File: config.mk
export PLATFORM = sky130hd
export DESIGN_NAME = instr_decode_stage
export DESIGN_NICKNAME = d
export VERILOG_FILES = /design/src/rtl/mips_pkg.sv /design/src/rtl/instr_decode_rom.sv /design/src/rtl/instr_decode_stage.sv
export SDC_FILE = /design/constraint.sdc
export NUM_CORES = 1
export LEC_CHECK = 0
export CAP_MARGIN = 30
export CORE_MARGIN = 4
export CORE_UTILIZATION = 44
export CTS_CLUSTER_SIZE = 30
export DETAILED_ROUTE_END_ITERATION = 12
export GPL_TIMING_DRIVEN = 0
export HOLD_SLACK_MARGIN = 0.06
export MAX_ROUTING_LAYER = met4
export PLACE_DENSITY = 0.86
export SETUP_SLACK_MARGIN = 0.02
export SKIP_CTS_REPAIR_TIMING = 1
export SYNTH_ARGS = -nofsm -noshare
export SYNTH_HDL_FRONTEND = slang
export SYNTH_SLANG_ARGS = --single-unit
File: constraint.sdc
create_clock -name clk -period 4.46 [get_ports clk]
set_input_delay 0.892 -clock clk [delete_from_list [all_inputs] [get_ports clk]]
set_output_delay 0.892 -clock clk [all_outputs]
set_load 0.05 [all_outputs]
File: src/rtl/mips_pkg.sv
// Shared MIPS decode definitions: op-vector bit indices, opcodes and funct codes.
package mips_pkg;

  localparam int OP_W = 31;

  // Bit positions in the one-hot op vector consumed by Control
  localparam int OP_ADDU  = 0;
  localparam int OP_ADD   = 1;
  localparam int OP_SUBU  = 2;
  localparam int OP_SUB   = 3;
  localparam int OP_AND   = 4;
  localparam int OP_OR    = 5;
  localparam int OP_XOR   = 6;
  localparam int OP_NOR   = 7;
  localparam int OP_SLL   = 8;
  localparam int OP_SRL   = 9;
  localparam int OP_SRA   = 10;
  localparam int OP_SLT   = 11;
  localparam int OP_SLTU  = 12;
  localparam int OP_SLLV  = 13;
  localparam int OP_SRLV  = 14;
  localparam int OP_SRAV  = 15;
  localparam int OP_ADDI  = 16;
  localparam int OP_ADDIU = 17;
  localparam int OP_ANDI  = 18;
  localparam int OP_ORI   = 19;
  localparam int OP_XORI  = 20;
  localparam int OP_SLTI  = 21;
  localparam int OP_SLTIU = 22;
  localparam int OP_LUI   = 23;
  localparam int OP_LW    = 24;
  localparam int OP_SW    = 25;
  localparam int OP_BEQ   = 26;
  localparam int OP_BNE   = 27;
  localparam int OP_J     = 28;
  localparam int OP_JAL   = 29;
  localparam int OP_JR    = 30;

  // Primary opcodes, instr[31:26]
  localparam logic [5:0] OPC_RTYPE = 6'h00;
  localparam logic [5:0] OPC_J     = 6'h02;
  localparam logic [5:0] OPC_JAL   = 6'h03;
  localparam logic [5:0] OPC_BEQ   = 6'h04;
  localparam logic [5:0] OPC_BNE   = 6'h05;
  localparam logic [5:0] OPC_ADDI  = 6'h08;
  localparam logic [5:0] OPC_ADDIU = 6'h09;
  localparam logic [5:0] OPC_SLTI  = 6'h0A;
  localparam logic [5:0] OPC_SLTIU = 6'h0B;
  localparam logic [5:0] OPC_ANDI  = 6'h0C;
  localparam logic [5:0] OPC_ORI   = 6'h0D;
  localparam logic [5:0] OPC_XORI  = 6'h0E;
  localparam logic [5:0] OPC_LUI   = 6'h0F;
  localparam logic [5:0] OPC_LW    = 6'h23;
  localparam logic [5:0] OPC_SW    = 6'h2B;

  // R-type function codes, instr[5:0]
  localparam logic [5:0] FN_SLL  = 6'h00;
  localparam logic [5:0] FN_SRL  = 6'h02;
  localparam logic [5:0] FN_SRA  = 6'h03;
  localparam logic [5:0] FN_SLLV = 6'h04;
  localparam logic [5:0] FN_SRLV = 6'h06;
  localparam logic [5:0] FN_SRAV = 6'h07;
  localparam logic [5:0] FN_JR   = 6'h08;
  localparam logic [5:0] FN_ADD  = 6'h20;
  localparam logic [5:0] FN_ADDU = 6'h21;
  localparam logic [5:0] FN_SUB  = 6'h22;
  localparam logic [5:0] FN_SUBU = 6'h23;
  localparam logic [5:0] FN_AND  = 6'h24;
  localparam logic [5:0] FN_OR   = 6'h25;
  localparam logic [5:0] FN_XOR  = 6'h26;
  localparam logic [5:0] FN_NOR  = 6'h27;
  localparam logic [5:0] FN_SLT  = 6'h2A;
  localparam logic [5:0] FN_SLTU = 6'h2B;

endpackage

File: src/rtl/instr_decode_rom.sv
// Combinational instruction classifier: one-hot op, illegal flag and
// zero-extend select for the immediate.
module instr_decode_rom
  import mips_pkg::*;
(
  input  logic [31:0]     instr,
  output logic [OP_W-1:0] op,
  output logic            illegal,
  output logic            zext
);

  logic [5:0] opcode;
  logic [5:0] funct;
  logic       unused_fields;

  assign opcode        = instr[31:26];
  assign funct         = instr[5:0];
  // rs/rt/rd/shamt take no part in classification
  assign unused_fields = ^instr[25:6];

  // Match opcode (and funct for R-type); anything unmatched is illegal with op=0
  always_comb begin
    op      = '0;
    illegal = 1'b0;
    zext    = 1'b0;
    case (opcode)
      OPC_RTYPE: begin
        case (funct)
          FN_ADDU: op[OP_ADDU] = 1'b1;
          FN_ADD:  op[OP_ADD]  = 1'b1;
          FN_SUBU: op[OP_SUBU] = 1'b1;
          FN_SUB:  op[OP_SUB]  = 1'b1;
          FN_AND:  op[OP_AND]  = 1'b1;
          FN_OR:   op[OP_OR]   = 1'b1;
          FN_XOR:  op[OP_XOR]  = 1'b1;
          FN_NOR:  op[OP_NOR]  = 1'b1;
          FN_SLL:  op[OP_SLL]  = 1'b1;
          FN_SRL:  op[OP_SRL]  = 1'b1;
          FN_SRA:  op[OP_SRA]  = 1'b1;
          FN_SLT:  op[OP_SLT]  = 1'b1;
          FN_SLTU: op[OP_SLTU] = 1'b1;
          FN_SLLV: op[OP_SLLV] = 1'b1;
          FN_SRLV: op[OP_SRLV] = 1'b1;
          FN_SRAV: op[OP_SRAV] = 1'b1;
          FN_JR:   op[OP_JR]   = 1'b1;
          default: illegal     = 1'b1;
        endcase
      end
      OPC_ADDI:  op[OP_ADDI]  = 1'b1;
      OPC_ADDIU: op[OP_ADDIU] = 1'b1;
      OPC_ANDI: begin
        op[OP_ANDI] = 1'b1;
        zext        = 1'b1;
      end
      OPC_ORI: begin
        op[OP_ORI] = 1'b1;
        zext       = 1'b1;
      end
      OPC_XORI: begin
        op[OP_XORI] = 1'b1;
        zext        = 1'b1;
      end
      OPC_SLTI:  op[OP_SLTI]  = 1'b1;
      OPC_SLTIU: op[OP_SLTIU] = 1'b1;
      OPC_LUI:   op[OP_LUI]   = 1'b1;
      OPC_LW:    op[OP_LW]    = 1'b1;
      OPC_SW:    op[OP_SW]    = 1'b1;
      OPC_BEQ:   op[OP_BEQ]   = 1'b1;
      OPC_BNE:   op[OP_BNE]   = 1'b1;
      OPC_J:     op[OP_J]     = 1'b1;
      OPC_JAL:   op[OP_JAL]   = 1'b1;
      default:   illegal      = 1'b1;
    endcase
  end

endmodule

File: src/rtl/instr_decode_stage.sv
// Registered decode stage: one-slot valid/ready buffer holding the decoded
// instruction, with branch flush and a saturating illegal-instruction counter.
module instr_decode_stage
  import mips_pkg::*;
#(
  parameter int ILL_CNT_W = 8
) (
  input  logic                 clk,
  input  logic                 rst_n,
  input  logic                 in_valid,
  output logic                 in_ready,
  input  logic [31:0]          in_instr,
  input  logic [31:0]          in_pc,
  input  logic                 flush,
  output logic                 out_valid,
  input  logic                 out_ready,
  output logic [OP_W-1:0]      op,
  output logic [4:0]           rs,
  output logic [4:0]           rt,
  output logic [4:0]           rd,
  output logic [4:0]           shamt,
  output logic [31:0]          imm_ext,
  output logic [25:0]          target,
  output logic [31:0]          out_pc,
  output logic                 illegal,
  output logic [ILL_CNT_W-1:0] illegal_cnt
);

  localparam logic [ILL_CNT_W-1:0] CNT_ONE = {{(ILL_CNT_W-1){1'b0}}, 1'b1};

  logic [OP_W-1:0] dec_op;
  logic            dec_illegal;
  logic            dec_zext;
  logic            load;
  logic [31:0]     dec_imm;

  instr_decode_rom u_rom (
    .instr   (in_instr),
    .op      (dec_op),
    .illegal (dec_illegal),
    .zext    (dec_zext)
  );

  assign in_ready = ~out_valid | out_ready;
  assign load     = in_valid & in_ready & ~flush;
  assign dec_imm  = dec_zext ? {16'h0000, in_instr[15:0]}
                             : {{16{in_instr[15]}}, in_instr[15:0]};

  // Storage slot: flush empties it, a load refills it, a consume without load
  // empties it; op/illegal are cleared whenever the slot goes empty
  always_ff @(posedge clk or negedge rst_n) begin
    if (!rst_n) begin
      out_valid <= 1'b0;
      op        <= '0;
      illegal   <= 1'b0;
      rs        <= '0;
      rt        <= '0;
      rd        <= '0;
      shamt     <= '0;
      imm_ext   <= '0;
      target    <= '0;
      out_pc    <= '0;
    end else if (flush) begin
      out_valid <= 1'b0;
      op        <= '0;
      illegal   <= 1'b0;
    end else if (load) begin
      out_valid <= 1'b1;
      op        <= dec_op;
      illegal   <= dec_illegal;
      rs        <= in_instr[25:21];
      rt        <= in_instr[20:16];
      rd        <= in_instr[15:11];
      shamt     <= in_instr[10:6];
      imm_ext   <= dec_imm;
      target    <= in_instr[25:0];
      out_pc    <= in_pc;
    end else if (out_ready) begin
      out_valid <= 1'b0;
      op        <= '0;
      illegal   <= 1'b0;
    end
  end

  // Count accepted illegal instructions, sticking at all ones
  always_ff @(posedge clk or negedge rst_n) begin
    if (!rst_n) begin
      illegal_cnt <= '0;
    end else if (load && dec_illegal && !(&illegal_cnt)) begin
      illegal_cnt <= illegal_cnt + CNT_ONE;
    end
  end

endmodule

# Word level (Yosys, flattened, before mapping)
# Index checks and enable logic that the tools add are counted.
# totals
elab_cells	103
out_inout_bits	152
regBits	151
input_bits	69
# op_classes
muxes	45
n_reduce_logical	11
addsub	1
bitwise_logic	5
n_eq_ne	30
# ops
cell	n
31-bit 2-to-1 mux	3
6-bit == test, second input constant	12
6-bit by 4-bit == test with 1-bit output, second input constant	9
1-bit 2-to-1 mux	39
32-bit 2-to-1 mux	1
6-bit by 3-bit == test with 1-bit output, second input constant	5
6-bit by 2-bit == test with 1-bit output, second input constant	4
17-bit OR reduction	1
16-bit 2-to-1 mux	1
14-bit OR reduction	1
6-bit logical NOT	2
8-bit by 1-bit adder with 8-bit output, second input constant	1
8-bit AND reduction	1
3-bit nonzero test	1
3-bit OR reduction	1
1-bit AND	2
1-bit logical AND	2
1-bit NOT	2
1-bit case mux with 2 select lines	1
2-bit AND reduction	1
1-bit logical NOT	1
1-bit OR	1

# Logic depth before layout (Yosys ltp)
# logic_depth
ltp_word	6
ltp_mapped	7
depth_no_buf	6

# Hierarchy
# From an unflattened synthesis, not the netlist that was laid out.
# unflattened
cells_unflattened	501
area_unflattened_um2	4642.0
# modules_own_cells
module	seq_area_each_um2	area_per_inst_um2	instances	cells_per_inst
instr_decode_stage	2502.4	4195.3	1	418
instr_decode_rom	0.0	446.7	1	83

# Worst setup path after synthesis
# Ideal clock, no wire load.
# synth_timing
kind	input to register
start	input port out_ready
end	register illegal_cnt[1]
setup_slack_ns	1.706
n_path_buf	0
t_required_ns	4.335
stages	5
arrival_ns	2.629
path_cell_list	nand2b_1 -> nand3b_1 -> nor4_4 -> nand3_2 -> mux2_4
# synth_via
elab_chain_cells	5
# synth_lines
element	line	source
start: declaration	instr_decode_stage.sv:16	input logic out_ready,
1-bit OR	instr_decode_stage.sv:44	assign in_ready = ~out_valid | out_ready;
1-bit AND (2 in a row)	instr_decode_stage.sv:45	assign load = in_valid & in_ready & ~flush;
1-bit logical AND (2 in a row)	instr_decode_stage.sv:89	end else if (load && dec_illegal && !(&illegal_cnt)) begin
end signal: assignment	instr_decode_stage.sv:90	illegal_cnt <= illegal_cnt + CNT_ONE;
end: declaration	instr_decode_stage.sv:26	output logic [ILL_CNT_W-1:0] illegal_cnt
# Every way passes these cells.
# A chain may end at the register's enable or synchronous reset.

# Worst setup path after layout
# layout_timing
start	input port out_ready
end	output port in_ready
# layout_via
elab_chain_cells	1
# layout_lines
element	line	source
1-bit OR	instr_decode_stage.sv:44	
end: declaration	instr_decode_stage.sv:11	output logic in_ready,
# Every way passes these cells.

==> impl_results.md <==
- Synthesized area: 0.00449 sq mm
- Slowest CP cell: clkdlybuf4s50_1
- Largest net degree at the start of global routing: 52
- CTS tree: yes
- Layout Utilization: 0.714
- Buffer depth of the longest clock path: 2
- Most frequent cells in the layout: clkdlybuf4s50_1, nand2_1, dfrtp_1
- RePlAce Congestion: 0.855
- Top delay family on crit path: buffers and inverters
- Die Width: approximately 110 microns
- Internal: 1.76 mW
- Buf/Inv on CP: 2
- Nets: roughly 770
- Initial Util: 0.455
- Worst vdd ir: 364 uV
- Most used cell, CP: clkdlybuf4s50_1
- RSZ-0062 raised after global routing: false
- Antenna violations before repair: 0
- Vias per inst: 4.94
- Switch share: 0.413
- CTS clock-pin slew for the worst setup and hold paths: ~0.080 ns
- Worst-Skew Late Latency: 0.36 ns
- Critical path arrival: 2.38 ns
- Htree depth: 3
- Flop pwr share: 0.366
- Max Slew Vio Count: 0
- Port Buf Inserts: 217
- Final Hold Vio Count: 0
- Unique masters post-synth: 43
- Most common cell after layout, fill and taps aside: clkdlybuf4s50_1
- Hold Path Class: register to register
- Clock power share: 0.193
- CTS Sinks: 100
- Critical path startpoint category: input port
- F_max: 305 MHz
- Register area share after synthesis: 0.558
- Final Skew: 0.00869 ns
- Net Count, Synth: 542
- P_sw: 1.24 mW
- Drt first-iter violations: roughly 160
- Worst-path cell chain: clkdlybuf4s50_1 > nand2b_1 > clkdlybuf4s50_1
- Core area: 0.00986 sq mm
- DR pass1 iterations: 5
- I/O pin cnt: 221
- Std-Cell Rows: 36
- WS Path Type: input port to output pin
- Ratio of cells with drive above 1 in the final layout: 0.106
- First-pass GRT wire length: 21.5 mm
- Hpwl dp: around 11 mm
- Crit share post-route: 0.734
- Final setup violation count: 0
- Area grow syn2layout: 57.0%
- DRC Markers: 0
- Final Critical Period: 3.28 ns
- Comb pwr share: 0.440
- Least-Margin Pin Slew: 0.678 ns
- DRT Wirelength: ~14 mm
- Die height: approximately 110 microns
- Crit Path Max Fanout: 4
- Worst EP required: 3.57 ns
- WL per Instance: 16.6 microns
- Warnings, synthesis: 0
- Main flop type after synthesis: dfrtp_1
- CP Capture Type: output pin
- Post-synth ARST share: 1.00
- Cell area after layout: 0.00705 sq mm
- ANT nets after route: 0
- Total track usage: 0.240
- Leak Pwr: ~3.3 nW
- Slew HR: 0.545
- Placed cell areas: just under 0.007 sq mm
- CTS buffer count: 9
- Average size of a mapped cell: roughly 9.5 sq um
- Synth Register Bits: 100
- Hold slack: about 0.48 ns
- Post-Synthesis Cells: 472
- Root Buffer: clkbuf_8
- Vias in the first global route: 4,249
- Max-cap violations: 0
- Status: complete, no violations
- Number of enable flip-flop cells after synthesis: 0
- Pwr/cell area: 426 mW/mm^2
- Total number of vias: 4,143
- Max incr delay on CP: 0.83 ns
- Die area: 0.0119 sq mm
- Gr ovfl total: 0
- # diodes: 0
==> metrics by stage <==
stage | std cells | setup TNS, ns | power, mW | setup slack, ns
2_1_floorplan | 472 | 0 | 1.95 | 1.71
3_3_place_gp | 822 | -113.62 | 2.41 | -1.14
3_5_place_dp | 823 | 0 | 2.44 | 1.16
4_1_cts | 839 | 0 | 3.02 | 1.18
5_1_grt | 839 | 0 | 3.12 | 1.12
6_report | 839 | 0 | 3.00 | 1.18
==> synth_stat cells, types with 2 or more instances <==
library cell  count  area share
a21oi_1           3      0.0033
a22o_1           16       0.031
a32o_1            9       0.020
and3_1            5      0.0070
buf_2             3      0.0033
buf_4            51       0.085
clkbuf_1         14       0.012
dfrtp_1         100        0.56
inv_1             7      0.0059
mux2_1            2      0.0050
mux2i_1           2      0.0045
nand2_1         192        0.16
nand2b_1          2      0.0028
nand3_1           8      0.0089
nand3b_1          2      0.0033
nand4_1           3      0.0042
nor2_1            8      0.0067
nor2b_1           3      0.0042
nor3_1            4      0.0045
nor3b_1           4      0.0067
nor4_1            3      0.0042
o21ai_0           7      0.0078
xnor2_1           4      0.0078
==> final cells by class <==
type / count / area (sq um)
Sequential cell: 100 / 2500
Fill cell: 727 / 2820
Tap cell: 133 / 166
Timing Repair Buffer: 218 / 2200
Clock buffer: 13 / 149
Clock inverter: 3 / 46.3
Buffer: 70 / 465
Inverter: 7 / 26.3
Multi-Input combinational cell: 295 / 1490
==> worst register-to-register path, cell delays in order (launching register included) <==
cell and delay, ns:
dfrtp_1 0.41, nand2b_1 0.13, nor3b_2 0.56, nand3_1 0.26
nor3b_1 0.60, a32o_1 0.26
==> flip-flops by register name, summed over array words and instances (netlist names) <==
signal and count:
out_valid 1, illegal_cnt 8, rd 4, shamt 4
rs 4, rt 4, out_pc 32, op 31
imm_ext 9, illegal 1, target 2
==> cell families (layout without fill, tap and decap cells) <==
group,after synthesis,after routing,synth area share
compound gates,41,41,0.0719
xor+xnor,4,4,0.00781
fa+ha+maj,1,1,0.00279
buf+inv,77,311,0.110
flops,100,100,0.558
mux,5,5,0.0128
simple gates,244,244,0.237
==> power by group through the flow <==
stage / clock network [mW] / logic, mW / registers, mW
floorplan: 0 / 0.491 / 1.45
detailed placement: 0 / 1.33 / 1.12
global placement: 0 / 1.30 / 1.11
CTS: 0.595 / 1.33 / 1.10
finish: 0.580 / 1.32 / 1.10
global route: 0.629 / 1.38 / 1.12
==> final timing paths <==
check	start	end	slack [ns]	cells after the start
worst max-delay path	out_ready	in_ready	1.18	3
worst min-delay path	out_pc[6]	out_pc[6]	0.48	2
worst max register to register	out_valid	op[11]	2.19	5
worst min register to register	out_pc[6]	out_pc[6]	0.48	2
max in group asynchronous	rst_n	out_pc[6]	3.24	2
min in group asynchronous	rst_n	op[11]	0.54	1
==> routing by layer <==
layer / track usage / wire, microns
met1: 0.274 / 5410
met2: 0.425 / 7240
met3: 0.0403 / 897
met4: 0.0884 / 346
met5: - / 0
Power figures use the tool's default switching activity.
